==> src/rtl/bus_pkg.sv <==
// bus_pkg: shared constants and types for the datapath bus mux.
// Source indices: higher index wins bus arbitration.
package bus_pkg;

  localparam int BUS_WIDTH = 32;
  localparam int BUS_NSRC  = 24;

  localparam int SRC_R0     = 0;
  localparam int SRC_R1     = 1;
  localparam int SRC_R2     = 2;
  localparam int SRC_R3     = 3;
  localparam int SRC_R4     = 4;
  localparam int SRC_R5     = 5;
  localparam int SRC_R6     = 6;
  localparam int SRC_R7     = 7;
  localparam int SRC_R8     = 8;
  localparam int SRC_R9     = 9;
  localparam int SRC_R10    = 10;
  localparam int SRC_R11    = 11;
  localparam int SRC_R12    = 12;
  localparam int SRC_R13    = 13;
  localparam int SRC_R14    = 14;
  localparam int SRC_R15    = 15;
  localparam int SRC_PC     = 16;
  localparam int SRC_HI     = 17;
  localparam int SRC_LO     = 18;
  localparam int SRC_ZHI    = 19;
  localparam int SRC_ZLO    = 20;
  localparam int SRC_MDR    = 21;
  localparam int SRC_INPORT = 22;
  localparam int SRC_C      = 23;

  typedef enum logic [1:0] {
    IDLE,
    DRIVE,
    CONFLICT
  } bus_state_t;

endpackage

==> src/rtl/bus_prio_enc.sv <==
// bus_prio_enc: highest-index-wins encoder over bus out-enables.
// Also reports whether any, or more than one, enable is set.
module bus_prio_enc
  import bus_pkg::*;
#(
  parameter  int NSRC  = BUS_NSRC,
  localparam int SEL_W = $clog2(NSRC)
) (
  input  logic [NSRC-1:0]  req,
  output logic [SEL_W-1:0] winner,
  output logic             any_en,
  output logic             multi_en
);

  // Scan upward so the last hit is the highest index.
  always_comb begin
    winner   = '0;
    any_en   = 1'b0;
    multi_en = 1'b0;
    for (int i = 0; i < NSRC; i++) begin
      if (req[i]) begin
        if (any_en) multi_en = 1'b1;
        any_en = 1'b1;
        winner = SEL_W'(i);
      end
    end
  end

endmodule

==> src/rtl/bus_mux_pipe.sv <==
// bus_mux_pipe: registered priority bus mux with conflict tracking.
// Optional macro BUS_PARITY_EN adds a registered bus_parity output.
module bus_mux_pipe
  import bus_pkg::*;
#(
  parameter  int WIDTH = BUS_WIDTH,
  parameter  int NSRC  = BUS_NSRC,
  parameter  int CNT_W = 8,
  localparam int SEL_W = $clog2(NSRC)
) (
  input  logic              clock,
  input  logic              clear,
  input  logic [NSRC*WIDTH-1:0] src_data,
  input  logic [NSRC-1:0]   src_out,
  input  logic              err_clr,
  output logic [WIDTH-1:0]  bus_out,
  output logic              bus_valid,
  output logic [SEL_W-1:0]  bus_owner,
  output logic              conflict,
  output logic              conflict_sticky,
`ifdef BUS_PARITY_EN
  output logic              bus_parity,
`endif
  output logic [CNT_W-1:0]  conflict_cnt
);

  if (NSRC < 2) begin : g_nsrc_chk
    $error("bus_mux_pipe: NSRC must be >= 2");
  end

  localparam logic [CNT_W-1:0] CNT_MAX = {CNT_W{1'b1}};

  logic [SEL_W-1:0] winner;
  logic             any_en;
  logic             multi_en;
  logic [WIDTH-1:0] sel_data;

  bus_state_t       state_d,  state_q;
  logic [WIDTH-1:0] bus_d,    bus_q;
  logic [SEL_W-1:0] owner_d,  owner_q;
  logic             sticky_d, sticky_q;
  logic [CNT_W-1:0] cnt_d,    cnt_q;
`ifdef BUS_PARITY_EN
  logic             par_d,    par_q;
`endif

  bus_prio_enc #(
    .NSRC(NSRC)
  ) u_enc (
    .req     (src_out),
    .winner  (winner),
    .any_en  (any_en),
    .multi_en(multi_en)
  );

  assign sel_data = src_data[winner*WIDTH +: WIDTH];

  // Next-state: classify this cycle's enables and update bus/flags.
  always_comb begin
    state_d  = IDLE;
    bus_d    = bus_q;
    owner_d  = owner_q;
    sticky_d = sticky_q;
    cnt_d    = cnt_q;
    unique case (1'b1)
      multi_en: begin
        state_d  = CONFLICT;
        bus_d    = sel_data;
        owner_d  = winner;
        sticky_d = 1'b1;
        if (err_clr)
          cnt_d = CNT_W'(1);
        else if (cnt_q != CNT_MAX)
          cnt_d = cnt_q + 1'b1;
      end
      (any_en & ~multi_en): begin
        state_d = DRIVE;
        bus_d   = sel_data;
        owner_d = winner;
      end
      default: begin
        state_d = IDLE;
      end
    endcase
    if (err_clr && !multi_en) begin
      cnt_d    = '0;
      sticky_d = 1'b0;
    end
  end

`ifdef BUS_PARITY_EN
  // Parity of the value about to be loaded; holds with the bus in IDLE.
  always_comb begin
    par_d = ^bus_d;
  end
`endif

  // State and output registers with asynchronous clear.
  always_ff @(posedge clock or posedge clear) begin
    if (clear) begin
      state_q  <= IDLE;
      bus_q    <= '0;
      owner_q  <= '0;
      sticky_q <= 1'b0;
      cnt_q    <= '0;
`ifdef BUS_PARITY_EN
      par_q    <= 1'b0;
`endif
    end else begin
      state_q  <= state_d;
      bus_q    <= bus_d;
      owner_q  <= owner_d;
      sticky_q <= sticky_d;
      cnt_q    <= cnt_d;
`ifdef BUS_PARITY_EN
      par_q    <= par_d;
`endif
    end
  end

  assign bus_out         = bus_q;
  assign bus_valid       = (state_q != IDLE);
  assign bus_owner       = owner_q;
  assign conflict        = (state_q == CONFLICT);
  assign conflict_sticky = sticky_q;
  assign conflict_cnt    = cnt_q;
`ifdef BUS_PARITY_EN
  assign bus_parity      = par_q;
`endif

endmodule

==> config.mk <==
export PLATFORM = sky130hd
export DESIGN_NAME = bus_mux_pipe
export DESIGN_NICKNAME = d
export VERILOG_FILES = /design/src/rtl/bus_pkg.sv /design/src/rtl/bus_prio_enc.sv /design/src/rtl/bus_mux_pipe.sv
export SDC_FILE = /design/constraint.sdc
export NUM_CORES = 1
export LEC_CHECK = 0
export BUFFER_PORTS_ARGS = -buffer_cell sky130_fd_sc_hd__buf_4
export CAP_MARGIN = 0
export CORE_AREA = 10 10 318 320
export DETAILED_ROUTE_END_ITERATION = 16
export DIE_AREA = 0 0 328 330
export HOLD_SLACK_MARGIN = 0.06
export MAX_ROUTING_LAYER = met4
export PLACE_DENSITY_LB_ADDON = 0.2
export SYNTH_ARGS = -nofsm -noshare
export SYNTH_HDL_FRONTEND = slang
export SYNTH_HIERARCHICAL = 1
export SYNTH_SLANG_ARGS = --single-unit
==> constraint.sdc <==
create_clock -name clock -period 2.3 [get_ports clock]
set_input_delay 0.115 -clock clock [delete_from_list [all_inputs] [get_ports clock]]
set_output_delay 0.115 -clock clock [all_outputs]
set_load 0.01 [all_outputs]
==> results.json, run 1 <==
{
  "outcome": "finished clean",
  "drt-total-wl_mm": 87.91,
  "avgSynthCellArea_um2": 9.018,
  "syn_area_um2": 8865,
  "fp.coreArea_um2": 94590,
  "cp.required_ns": 2.57,
  "cp_top_family": "compound AO/OA/AOI/OAI gates",
  "cts_root_buffer": "clkbuf_16",
  "maxSlewHeadroom_pct": 35.78,
  "fin_area_um2": 19300,
  "synth.area.mux_share_pct": 46.62,
  "finalNetCount": 2749,
  "finalSetupViolCount": 0,
  "drt-initial-drc-count": 644,
  "min_path_type": "input pin to register",
  "synth_flop_cell": "dfrtp_1",
  "syn_inst": 983,
  "area_growth_pct": 117.7,
  "cts_tree": "yes",
  "fp.dieW_um": 328,
  "ir_drop_mv": 0.2661,
  "yosysWarnings": 6,
  "vias_per_cell": 3.892,
  "synth_compound_area_share_pct": 19.89,
  "num_rows": 113,
  "ant_nets": 0,
  "wl_per_cell_um": 27.29,
  "drc": 0,
  "synth_top_family_by_area": "multiplexers",
  "cts_buffer_depth": 2,
  "num_vias": 12535,
  "synth_seq_area_share_pct": 13.55,
  "synth_fa_ha_area_share_pct": 0.3670,
  "dpl.hpwl_mm": 74.20,
  "skew_ns": 0.0009394,
  "hold_viol_final": 0,
  "cp-start-kind": "input pin",
  "synth-async-reset-ratio_pct": 100.0,
  "grtUsageTotal_pct": 15.40,
  "cp_max_fo": 36,
  "fin_tns_setup_ns": 0,
  "initial_utilization_pct": 9.372,
  "dieArea_um2": 108200,
  "arrival_ns": 2.57,
  "grt_max_degree": 37,
  "gp_congestion": 0.9286,
  "total_power_w": 0.005656,
  "grt_setup_unrepaired": "true",
  "synthSimpleGateAreaFrac_pct": 10.95,
  "power_density_nw_per_um2": 293.1,
  "cts_buffers": 5,
  "grt_pass1_wl_mm": 114.0,
  "die_h_um": 330,
  "dr.pass1.iters": 4,
  "critPathBufInv": 4,
  "worstMarginPinSlew_ns": 0.9634,
  "ios": 843,
  "syn_nets": 1779,
  "crit_slowest_cell": "a2111o_2",
  "leakagePower_nw": 9.573,
  "crit_chain": "buf_4, nor2_4, o31ai_4, a21boi_1, o31ai_2, a2111o_2, buf_12, buf_12, mux2i_1, a22oi_2, nand3_1, buf_4, a31oi_1",
  "antenna_found_initial": 15,
  "fmax_mhz": 434.8,
  "crit_type": "input pin to register",
  "portBuffers": 842,
  "h-tree-depth": 2,
  "clock_sinks": 48,
  "worst_skew_pair.late_latency_ns": 0.34,
  "fin_crit_sh_pct": 99.99,
  "cp-end-kind": "register",
  "gr-total-overflow": 0,
  "postPlaceCellArea_um2": 17790,
  "ys_ff_latch": 48,
  "min_period_ns": 2.300,
  "synth_edf_count": 0,
  "grt_pass1_vias": 14114,
  "max-cap-violations": 0,
  "drive_gt1_share_pct": 62.44,
  "drv_slew": 0,
  "cts.clk_slew.worst_paths_ns": 0.10,
  "yosys.cell_types.count": 51,
  "slowest_delay_ns": 0.53,
  "synth_xor_area_share_pct": 0.3952
}
placed cells by master (no fill, tap or decap), types with 33 or more instances in the layout:
| master | count |
|---|---|
| a21oi_1 | 33 |
| a22oi_1 | 99 |
| a22oi_2 | 33 |
| a31oi_1 | 43 |
| buf_12 | 34 |
| buf_4 | 987 |
| dfrtp_1 | 48 |
| mux2i_1 | 296 |
| mux4_2 | 37 |
| nand2_1 | 62 |
| nand3_1 | 41 |
| nor2_1 | 39 |
path summary, 6_finish.rpt:
kind	from	endpoint	slack, ns	cells after the start
worst max-delay path	src_out[2]	bus_out[6]	0.0003	13
worst min-delay path	src_data[649]	bus_out[9]	0.21	5
worst max register to register	conflict_cnt[3]	conflict_cnt[5]	0.84	5
worst min register to register	bus_owner[0]	bus_owner[0]	0.47	2
max in group asynchronous	clear	bus_out[24]	1.09	4
min in group asynchronous	clear	bus_out[18]	0.51	3
sequential cells by signal, summed over array words and instances, names as in the netlist:
register	cells
bus_out	32
bus_owner	5
conflict_cnt	8
conflict_sticky	1
state_q	2
layer usage:
| metal | GRT usage, % | wire, µm |
|---|---|---|
| met4 | 1.918 | 981 |
| met3 | 2.888 | 4699 |
| met5 | - | 0 |
| met1 | 17.38 | 35170 |
| met2 | 28.56 | 47060 |
tightest hold or removal path, delay by kind of cell:
kind | cells | cell delay (ns)
and+or+nand+nor | 2 | 0.13
AOI/OAI and AO/OA | 1 | 0.13
buffers and inverters | 1 | 0.08
muxes | 1 | 0.06
metrics by stage:
step / hold slack, ns / setup WS, ns / utilization [%] / std cells
2_1_floorplan: 0.3230 / 0.003462 / - / 983
3_3_place_gp: 0.3711 / -0.7167 / 18.81 / 3164
3_5_place_dp: 0.3567 / -0.7135 / 18.81 / 3164
4_1_cts: 0.1854 / -0.02770 / 19.62 / 3192
5_1_grt: 0.2362 / -0.1016 / 20.40 / 3220
6_report: 0.2061 / 0.0002500 / 20.40 / 3221
synth_stat cells, types with 5 or more instances:
library cell  count  share of area (%)
a221o_1           6               0.68
a21oi_1          36                2.0
buf_6            22                2.8
nand3_1          55                3.1
nor2b_1          10               0.71
buf_4            11               0.93
nand2_1          63                2.7
mux4_2           34                8.6
nor2_1           50                2.1
mux2i_1         312                 35
buf_2            16               0.90
o21ai_0           7               0.40
nor3_1            7               0.40
mux4_1            8                2.4
clkbuf_1         30                1.3
a22oi_1         132                 11
a31oi_1          52                3.7
buf_8             5               0.85
buf_1            11               0.47
dfrtp_1          48                 14
inv_1             8               0.34
cells by family after synthesis:
kind of cell    after synthesis
mux                         357
compound gates              256
simple gates                209
buf+inv                     106
flops                        48
xor+xnor                      4
fa+ha+maj                     3
final cells by class:
| cell class | count | area [µm²] |
|---|---|---|
| fill | 10510 | 75290 |
| timing repair buffer | 1061 | 8791 |
| multi-input combinational | 829 | 7510 |
| tap | 1265 | 1583 |
| sequential | 48 | 1201 |
| clock buffer | 6 | 138.9 |
| clock inverter | 2 | 38.79 |
| inverter | 8 | 31.28 |
| antenna | 2 | 5.005 |
timing repair:
action,in CTS,in global routing
pin swaps,18,24
resized for setup,63,91
endpoints found under the hold margin,38,0
buffers inserted,13,24
cloned,5,5
hold buffers,2,0
setup endpoints to repair,32,33
power by group:
group          switching (W)  leakage [nW]  internal (W)
combinational        0.00149          8.93       0.00209
sequential         0.0000722         0.558      0.000930
clock               0.000525        0.0871      0.000552
Note: power is estimated with default switching activity, not from simulation.
==> inputs of run 2 (changes only) <==
--- a/config.mk
+++ b/config.mk
@@ -7,13 +7,12 @@
 export LEC_CHECK = 0
 export BUFFER_PORTS_ARGS = -buffer_cell sky130_fd_sc_hd__buf_4
 export CAP_MARGIN = 0
-export CORE_AREA = 10 10 318 320
+export CORE_AREA = 10 10 319 321
 export DETAILED_ROUTE_END_ITERATION = 16
-export DIE_AREA = 0 0 328 330
+export DIE_AREA = 0 0 329 331
 export HOLD_SLACK_MARGIN = 0.06
 export MAX_ROUTING_LAYER = met4
 export PLACE_DENSITY_LB_ADDON = 0.2
 export SYNTH_ARGS = -nofsm -noshare
 export SYNTH_HDL_FRONTEND = slang
-export SYNTH_HIERARCHICAL = 1
 export SYNTH_SLANG_ARGS = --single-unit
==> run 2 against run 1 <==
  * The run now ends with negative setup slack left
  * Maximum frequency shrank 2.4%
  * Clock skew grew 0.00069 ns
  * Worst hold slack lost 0.034 ns
  * Global-route usage grew 4.2 points
  * Critical path depth grew 1
  * Non-clock buffer count grew 106
  * Die area grew 0.61%
  * Setup slack lost 0.056 ns
  * Largest cell class unchanged
  * Largest power group unchanged
==> results.json, run 2 <==
{
  "yosys.area.top_type": "nand2_1",
  "grt_pass1_vias": 17056,
  "regArea_um2": 1201,
  "skew_ns": 0.001628,
  "cp_max_fo": 7,
  "yosys.cell_types.count": 68,
  "yosysWarnings": 0,
  "worst_slack_ns": -0.05579,
  "arrival_ns": 2.60,
  "ir_drop_mv": 0.2737,
  "largest_register_ffs": 32,
  "grt_pass1_wl_mm": 143.4,
  "portBuffers": 842,
  "syn_area_um2": 8925,
  "drc": 0,
  "layout.cells.non_filler": 3909,
  "placedCellCount": 3850,
  "drt-total-wl_mm": 111.2,
  "cp-start-kind": "input pin",
  "maxSlewHeadroom_pct": 54.54,
  "fp.coreArea_um2": 95710,
  "multi_input_area_um2": 8043,
  "synth_top_area_share_pct": 28.94,
  "ios": 843,
  "synth.area.mux_share_pct": 4.486,
  "cts_tree": "yes",
  "fin_crit_sh_pct": 102.4,
  "ant_nets": 0,
  "gr-total-overflow": 0,
  "wl_per_cell_um": 28.46,
  "min_period_ns": 2.356,
  "worst_skew_pair.late_latency_ns": 0.34,
  "p_seq_share_pct": 16.8,
  "drv_slew": 0,
  "avgSynthCellArea_um2": 5.656,
  "cts_buffer_depth": 2,
  "nFillCells": 11054,
  "violations": "negative setup slack",
  "grt_max_degree": 36,
  "layout_common_cells": "buf_4, nand2_1, nand3_1, a21oi_1, dfrtp_1",
  "fin_tns_setup_ns": -0.1511,
  "netSwitchingFraction_pct": 41.79,
  "dr.pass1.iters": 5,
  "die_h_um": 331,
  "dpl.hpwl_mm": 95.00,
  "synth_compound_area_share_pct": 22.70,
  "syn_nets": 2374,
  "total_power_w": 0.006169,
  "vias_per_cell": 4.109,
  "fmax_mhz": 424.5,
  "min_path_type": "input pin to register",
  "synth_commonest_cells": "nand2_1, nand3_1, a21oi_1, buf_2, a31oi_1",
  "h-tree-depth": 2,
  "outcome": "finished with violations",
  "pwr-share-clk_pct": 16.9,
  "dieArea_um2": 108900,
  "clock_sinks": 48,
  "synth_seq_area_share_pct": 13.46,
  "synth_fa_ha_area_share_pct": 0.6028,
  "cts_buffers": 5,
  "cts_root_buffer": "clkbuf_16",
  "max-cap-violations": 0,
  "grt_setup_unrepaired": "true",
  "syn_inst": 1578,
  "gp_congestion": 0.9423,
  "num_vias": 16063,
  "switchingPower_w": 0.002578,
  "ys_ff_latch": 48,
  "cts.clk_slew.worst_paths_ns": 0.09,
  "cp-end-kind": "register",
  "synth_flop_cell": "dfrtp_1",
  "drt-initial-drc-count": 833,
  "fp.dieW_um": 329,
  "drive_gt1_share_pct": 51.64,
  "synth_area_leaders": "nand2_1, dfrtp_1, nand3_1",
  "num_rows": 114,
  "synth_top_family_by_area": "simple AND/OR/NAND/NOR gates",
  "internal-power_w": 0.003591,
  "finalSetupViolCount": 6,
  "finalNetCount": 3413,
  "worstMarginPinSlew_ns": 0.6818,
  "power_density_nw_per_um2": 295.1,
  "synthSimpleGateAreaFrac_pct": 50.93,
  "synth_edf_count": 0,
  "antenna_found_initial": 20,
  "hold_viol_final": 0,
  "grtUsageTotal_pct": 19.58,
  "synth_xor_area_share_pct": 0.6869,
  "area_growth_pct": 134.2,
  "yosysMostFrequentCell": "nand2_1",
  "cp.required_ns": 2.54,
  "crit_type": "input pin to register",
  "layout_commonest_cell": "buf_4",
  "combPwrFrac_pct": 66.4,
  "synth-async-reset-ratio_pct": 100.0,
  "initial_utilization_pct": 9.325,
  "leakagePower_nw": 9.763
}
run 2: final timing paths:
kind | cells past startpoint | start | endpoint | slack (ns)
setup / recovery | 14 | src_out[11] | bus_out[1] | -0.06
hold / removal | 5 | src_data[354] | bus_out[2] | 0.17
setup reg to reg | 6 | conflict_cnt[0] | conflict_cnt[7] | 0.51
hold reg to reg | 2 | bus_owner[2] | bus_owner[2] | 0.49
max in group asynchronous | 4 | clear | bus_out[26] | 1.24
min in group asynchronous | 3 | clear | conflict_cnt[5] | 0.38
run 2: cells by family (layout without fill, tap and decap cells):
logic type | Yosys count | after routing
adders and majority gates | 5 | 5
buffers and inverters | 141 | 1181
xor gates and xnor gates | 7 | 7
AOI/OAI and AO/OA | 292 | 292
other | 0 | 15
muxes | 36 | 36
DFF | 48 | 48
and+or+nand+nor | 1049 | 1049
run 2: stage by stage:
stage          cell area, µm²  util, %  setup WS [ns]  hold WS, ns
6_report                20910    21.84       -0.05579       0.1718
5_1_grt                 20910    21.84        -0.1197       0.1831
4_1_cts                 20020    20.92       -0.02841       0.1385
3_5_place_dp            18990    19.84        -0.9884       0.2221
3_3_place_gp            18990    19.84        -0.9113       0.2285
2_1_floorplan            8925        -       0.004883       0.3752
run 2: metal layers:
layer  share of wire (%)  track usage (%)  up-vias
li1                    -                -     7664
met4                 1.3            3.060        0
met2                  50            34.05      602
met3                 6.4            4.486       46
met1                  42            23.18     7751
met5                   0                -        -
run 2: layout make-up:
| class | count | area share [%] |
|---|---|---|
| timing repair buffer | 1167 | 47.03 |
| clock inverter | 3 | 0.2215 |
| sequential | 48 | 5.746 |
| antenna | 15 | 0.1796 |
| multi-input combinational | 1389 | 38.47 |
| tap | 1276 | 7.637 |
| clock buffer | 5 | 0.5985 |
| inverter | 6 | 0.1137 |
run 2: power groups by stage:
stage          sequential (W)  combinational [W]  clock [W]
5_1_grt               0.00104            0.00440    0.00113
4_1_cts               0.00103            0.00396    0.00114
3_5_place_dp          0.00105            0.00369          0
6_report              0.00103            0.00409    0.00104
2_1_floorplan         0.00104            0.00118          0
3_3_place_gp          0.00105            0.00370          0
run 2: what timing repair did:
item	in CTS	in global routing
pin swaps	33	40
hold buffers	2	0
endpoints found under the hold margin	28	0
resized for setup	141	123
setup buffers	11	16
endpoints found under the setup margin	40	40
cloned	5	6
run 2: worst max-delay path, stage by stage:
cell	delay, ns
buf_6	0.09
buf_6	0.11
or2_4	0.24
and2_4	0.15
a311o_2	0.40
and2_4	0.26
buf_6	0.15
clkbuf_16	0.17
nand2_1	0.07
a31oi_1	0.09
buf_4	0.16
o21ai_0	0.33
nor4_1	0.09
a21o_1	0.16
